$ cat src/rtl/mont_pkg.sv
// Shared definitions for the Montgomery datapath: default width, FSM state encoding
// and a power-of-two helper used for operand checking.
package mont_pkg;

    localparam int unsigned MONT_DATA_WIDTH = 8;

    typedef enum logic [1:0] {
        IDLE,
        ITER,
        FINAL,
        DONE
    } mont_state_t;

    function automatic logic is_pow2(input logic [31:0] v);
        return (v != 32'd0) && ((v & (v - 32'd1)) == 32'd0);
    endfunction

endpackage

$ cat src/rtl/mont_step.sv
// One radix-2 Montgomery iteration: S' = (S + a_i*b + q*N) / 2, q chosen so the sum is even.
module mont_step #(
    parameter int unsigned DATA_WIDTH = mont_pkg::MONT_DATA_WIDTH
) (
    input  logic [DATA_WIDTH+1:0] s,
    input  logic                  a_bit,
    input  logic [DATA_WIDTH-1:0] b,
    input  logic [DATA_WIDTH-1:0] n,
    output logic [DATA_WIDTH+1:0] s_next
);

    logic [DATA_WIDTH+1:0] t;
    logic [DATA_WIDTH+1:0] u;

    // With S < 2N and b < N, T + N < 4N, so DATA_WIDTH+2 bits never overflow.
    always_comb begin
        t      = s + (a_bit ? {2'b00, b} : '0);
        u      = t + (t[0] ? {2'b00, n} : '0);
        s_next = u >> 1;
    end

endmodule

$ cat src/rtl/mont_mult.sv
// Bit-serial radix-2 Montgomery multiplier: result = a*b*R^-1 mod N, one operand bit per cycle.
module mont_mult
    import mont_pkg::*;
#(
    parameter int unsigned DATA_WIDTH = mont_pkg::MONT_DATA_WIDTH
) (
    input  logic                  clk,
    input  logic                  rst_n,
    input  logic                  start,
    input  logic [DATA_WIDTH-1:0] a,
    input  logic [DATA_WIDTH-1:0] b,
    input  logic [DATA_WIDTH-1:0] modulant,
    input  logic [DATA_WIDTH-1:0] r_div_2,
    output logic [DATA_WIDTH-1:0] result,
    output logic                  done,
    output logic                  busy,
    output logic                  err
);

    mont_state_t           state_q, state_d;
    logic [DATA_WIDTH-1:0] a_q, a_d;
    logic [DATA_WIDTH-1:0] b_q, b_d;
    logic [DATA_WIDTH-1:0] n_q, n_d;
    logic [DATA_WIDTH-1:0] r_q, r_d;
    logic [DATA_WIDTH-1:0] mask_q, mask_d;
    logic [DATA_WIDTH+1:0] s_q, s_d;
    logic [DATA_WIDTH-1:0] result_q, result_d;
    logic                  done_q, done_d;
    logic                  err_q, err_d;

    logic                  a_bit;
    logic [DATA_WIDTH+1:0] s_step;
    logic [DATA_WIDTH+1:0] n_ext;

    assign a_bit = |(a_q & mask_q);
    assign n_ext = {2'b00, n_q};

    mont_step #(
        .DATA_WIDTH(DATA_WIDTH)
    ) u_step (
        .s     (s_q),
        .a_bit (a_bit),
        .b     (b_q),
        .n     (n_q),
        .s_next(s_step)
    );

    always_comb begin
        state_d  = state_q;
        a_d      = a_q;
        b_d      = b_q;
        n_d      = n_q;
        r_d      = r_q;
        mask_d   = mask_q;
        s_d      = s_q;
        result_d = result_q;
        done_d   = done_q;
        err_d    = err_q;

        unique case (state_q)
            IDLE, DONE: begin
                if (start) begin
                    a_d    = a;
                    b_d    = b;
                    n_d    = modulant;
                    r_d    = r_div_2;
                    s_d    = '0;
                    mask_d = DATA_WIDTH'(1);
                    done_d = 1'b0;
                    err_d  = 1'b0;
                    // Even modulus or malformed R/2 cannot yield a valid Montgomery product.
                    if (!modulant[0] || !is_pow2(32'(r_div_2))) begin
                        state_d  = DONE;
                        err_d    = 1'b1;
                        done_d   = 1'b1;
                        result_d = '0;
                    end else begin
                        state_d = ITER;
                    end
                end
            end
            ITER: begin
                s_d = s_step;
                if (mask_q == r_q) begin
                    state_d = FINAL;
                end else begin
                    mask_d = mask_q << 1;
                end
            end
            FINAL: begin
                result_d = DATA_WIDTH'((s_q >= n_ext) ? (s_q - n_ext) : s_q);
                done_d   = 1'b1;
                state_d  = DONE;
            end
            default: state_d = IDLE;
        endcase
    end

    always_ff @(posedge clk) begin
        if (!rst_n) begin
            state_q  <= IDLE;
            a_q      <= '0;
            b_q      <= '0;
            n_q      <= '0;
            r_q      <= '0;
            mask_q   <= '0;
            s_q      <= '0;
            result_q <= '0;
            done_q   <= 1'b0;
            err_q    <= 1'b0;
        end else begin
            state_q  <= state_d;
            a_q      <= a_d;
            b_q      <= b_d;
            n_q      <= n_d;
            r_q      <= r_d;
            mask_q   <= mask_d;
            s_q      <= s_d;
            result_q <= result_d;
            done_q   <= done_d;
            err_q    <= err_d;
        end
    end

    assign result = result_q;
    assign done   = done_q;
    assign err    = err_q;
    assign busy   = (state_q == ITER) || (state_q == FINAL);

endmodule

$ cat config.mk
export PLATFORM = sky130hd
export DESIGN_NAME = mont_mult
export DESIGN_NICKNAME = d
export VERILOG_FILES = /design/src/rtl/mont_pkg.sv /design/src/rtl/mont_step.sv /design/src/rtl/mont_mult.sv
export SDC_FILE = /design/constraint.sdc
export NUM_CORES = 1
export LEC_CHECK = 0
export ABC_CLOCK_PERIOD_IN_PS = 4600
export CORE_MARGIN = 5
export CORE_UTILIZATION = 35
export CTS_BUF_LIST = sky130_fd_sc_hd__clkbuf_8
export DETAILED_ROUTE_END_ITERATION = 10
export MAX_ROUTING_LAYER = met4
export PLACE_DENSITY = 0.53
export SLEW_MARGIN = 20
export SYNTH_ARGS = -nofsm -noshare
export SYNTH_HDL_FRONTEND = slang
export SYNTH_SLANG_ARGS = --single-unit
$ cat constraint.sdc
create_clock -name clk -period 4.6 [get_ports clk]
set_input_delay 0.92 -clock clk [delete_from_list [all_inputs] [get_ports clk]]
set_output_delay 0.92 -clock clk [all_outputs]
set_load 0.1 [all_outputs]
==> summary.txt <==
Outcome
  • Status: finished clean

Clocking
  • Post-CTS setup buffers: 0
  • CTS H-tree depth: 3
  • Worst-path clk slew: 80 ps
  • Clock buffer depth: 2
  • # resized after CTS: 0
  • CTS sink cnt: 61
  • Clk Latency, worst-skew pair: 350 ps
  • # hold bufs at CTS: 0
  • CTS tree: done
  • Inserted Clock Buffers: 9
  • CTS root buf: clkbuf_8

Layout
  • Finished Cell Area: 4470 um2
  • Layout Nets: 571
  • Fill count: 1084
  • Multi-input gate area: 2310 um2
  • Storage element area: 1220 um2
  • Area Overhead vs Synth: 21.7%
  • Share of post-route cells with drive strength above 1: 0.0587
  • # diodes: 0

Floorplanning
  • Die ar.: 12700 um2
  • I/O pin cnt: 46
  • FP Rows: 37
  • Core ar.: 10300 um2
  • Chip height: 112 um
  • Initial Utilization: 0.358
  • Die span in x: 112 um

Job
  • Maxcap violations: 0

Setup path
  • Critical Path Start: mask_q[3]
  • Crit-path max cell delay: 380 ps
  • RR Startpoint: mask_q[3]
  • CP max stage cell: a2111o_1
  • Critical path arrival: 4050 ps
  • CP Buf/Inv Count: 1
  • CP Class: flip-flop to flip-flop
  • Crit path capture type: flip-flop
  • CP top delay family: compound AO/OA/AOI/OAI gates
  • Required time worst endpoint: 4880 ps
  • Startpoint Class: flip-flop
  • CP Max Fanout: 8
  • Cell with the most instances on the worst path: ha_1
  • Crit-path cells: a22oi_1, nand4_1, and2_1, ha_1, inv_1, fa_1, nor2b_1, o31a_1, o21a_1, nor2_1, xnor2_1, ha_1, a21oi_1, o221a_2, a2111o_1, a31oi_1

Global route
  • GRT Util Overall: 0.161
  • Vias in the first global route: 3370
  • Largest net degree at the start of global routing: 42
  • Number of antenna violations at the first check in global routing: 0
  • Total gr overflow: 0
  • First-pass GRT wire length: 16.3 mm

Timing
  • Final slew viol count: 0
  • Minimum clock period after layout: 3770 ps
  • Final period util: 0.820
  • Max Clock Freq: 265 MHz
  • Final count of hold timing violations: 0
  • Finish-stage setup viols: 0
  • Least-Margin Pin Slew: 988 ps
  • Post-route worst setup slack: 828 ps
  • Unrepaired setup endpoints after global routing: no
  • Worst slew margin: 0.339
  • Setup TNS: 0 ps
  • Final Skew: 8.73 ps

Power
  • Comb power frac: 0.390
  • Sw Share: 0.408
  • Cell Int Power: 1120 uW
  • Worst VDD drop: 186 uV
  • Clock power frac: 0.268
  • Reg power frac: 0.342
  • Leakage: 0.00170 uW
  • Pwr/cell area: 422 nW/um2
  • Net switching power: 770 uW

Yosys
  • Top FF cell, synth: dfxtp_1
  • Average cell area after synthesis: 7.94 um2
  • Flops & latches, synth: 61
  • Leading area contributor after synthesis: dfxtp_1
  • Number of flops mapped to enable cells by yosys: 0
  • Yosys top cell area share: 0.332
  • Synth Cell Area: 3680 um2
  • Count leader, synth: nand2_1
  • Synth Net Count: 528
  • Unique cell type count in the Yosys netlist: 51
  • Post-synth ARST share: 0
  • YS warnings: 0
  • Cells after Synth: 463
  • Synth cell count leaders: nand2_1, dfxtp_1, a21oi_1, nor2_1, ha_1
  • Synth top area cells: dfxtp_1, ha_1, nand2_1
  • Sequential-to-total area share from yosys stat: 0.332

Detailed routing
  • Drt via density: 5.21
  • Final wirelength: 9.48 mm
  • Initial DRC count: 131
  • Routed WL per cell: 14.7 um
  • # DRC: 0
  • Vias: 3370
  • DRT antenna net count: 0
  • First-pass detailed-route iteration total: 4

Worst hold path
  • Hold path start: b_q[4]
  • Class of the worst hold path: flip-flop to flip-flop

Placement
  • PortBufs: 45
  • Placement Setup Slack: 898 ps
  • Post-DP HPWL: 7.34 mm
  • Final Wtd Congestion: 0.820
  • Area after DPL: 4270 um2
final timing paths:
kind,endpoint,slack (ps),cells past startpoint
setup / recovery,s_q[8],830,16
hold / removal,b_q[4],460,2
hold reg to reg,b_q[4],460,2
setup reg to reg,s_q[8],830,16
cell usage in the layout (no fill, tap or decap), types with 4 or more instances in the layout:
cell | netlist | routed
a21oi_1 | 51 | 51
o21ai_0 | 22 | 22
or3_1 | 5 | 5
buf_4 | 0 | 5
nand2b_1 | 4 | 4
o21a_1 | 11 | 11
nand2_1 | 79 | 79
a211oi_1 | 6 | 6
and2_1 | 18 | 18
nand3_1 | 5 | 5
clkbuf_8 | 0 | 10
dfxtp_1 | 61 | 61
inv_1 | 21 | 21
xnor2_1 | 19 | 19
nand4_1 | 4 | 4
nor2_1 | 39 | 39
a22oi_1 | 17 | 17
ha_1 | 27 | 27
clkdlybuf4s50_1 | 0 | 45
nor3_1 | 5 | 5
power groups by stage:
stage | Combinational, uW | Sequential (uW) | Clock, uW
after global placement | 736 | 657 | 0
final | 736 | 645 | 506
after detailed placement | 740 | 658 | 0
after floorplan | 441 | 756 | 0
after global routing | 823 | 655 | 546
after CTS | 745 | 646 | 522
per-layer routing:
metal | vias to the layer above | global-route usage | wire [um]
met5 | - | - | 0
met3 | 10 | 0.0399 | 341
met4 | 0 | 0.0417 | 105
li1 | 1719 | - | -
met1 | 1591 | 0.193 | 4330
met2 | 50 | 0.271 | 4710
logic make-up after synthesis:
kind of cell,Yosys count,synth area share
AOI/OAI and AO/OA,142,0.258
xor gates and xnor gates,22,0.0524
adders and majority gates,31,0.111
buffers and inverters,39,0.0402
DFF,61,0.332
and+or+nand+nor,168,0.206
worst min-delay path, cell delays in order (launching register included):
cell and delay (ps):
dfxtp_1 310, nand2_1 50, a21oi_1 50
area by class of cell:
type                            count  share of cell area
Clock buffer                       10              0.0308
Clock inverter                      6              0.0157
Inverter                           21              0.0176
Multi-Input combinational cell    363               0.516
Sequential cell                    61               0.273
Tap cell                          136              0.0380
Timing Repair Buffer               50               0.109
sequential cells by signal (all words and copies together) (netlist names):
| name | flops |
|---|---|
| s_q | 9 |
| done | 1 |
| r_q | 8 |
| b_q | 8 |
| result | 8 |
| err | 1 |
| state_q | 2 |
| a_q | 8 |
| mask_q | 8 |
| n_q | 8 |
stage by stage:
step                      power (uW)  cells  hold WS, ps  utilization
after global routing            2020    647          482        0.435
after detailed placement        1400    631          444        0.415
final                           1890    647          456        0.435
after global placement          1390    631          441        0.415
after CTS                       1910    647          455        0.435
after floorplan                 1200    463          432            -
No activity file was read; power rests on OpenSTA's default activity.
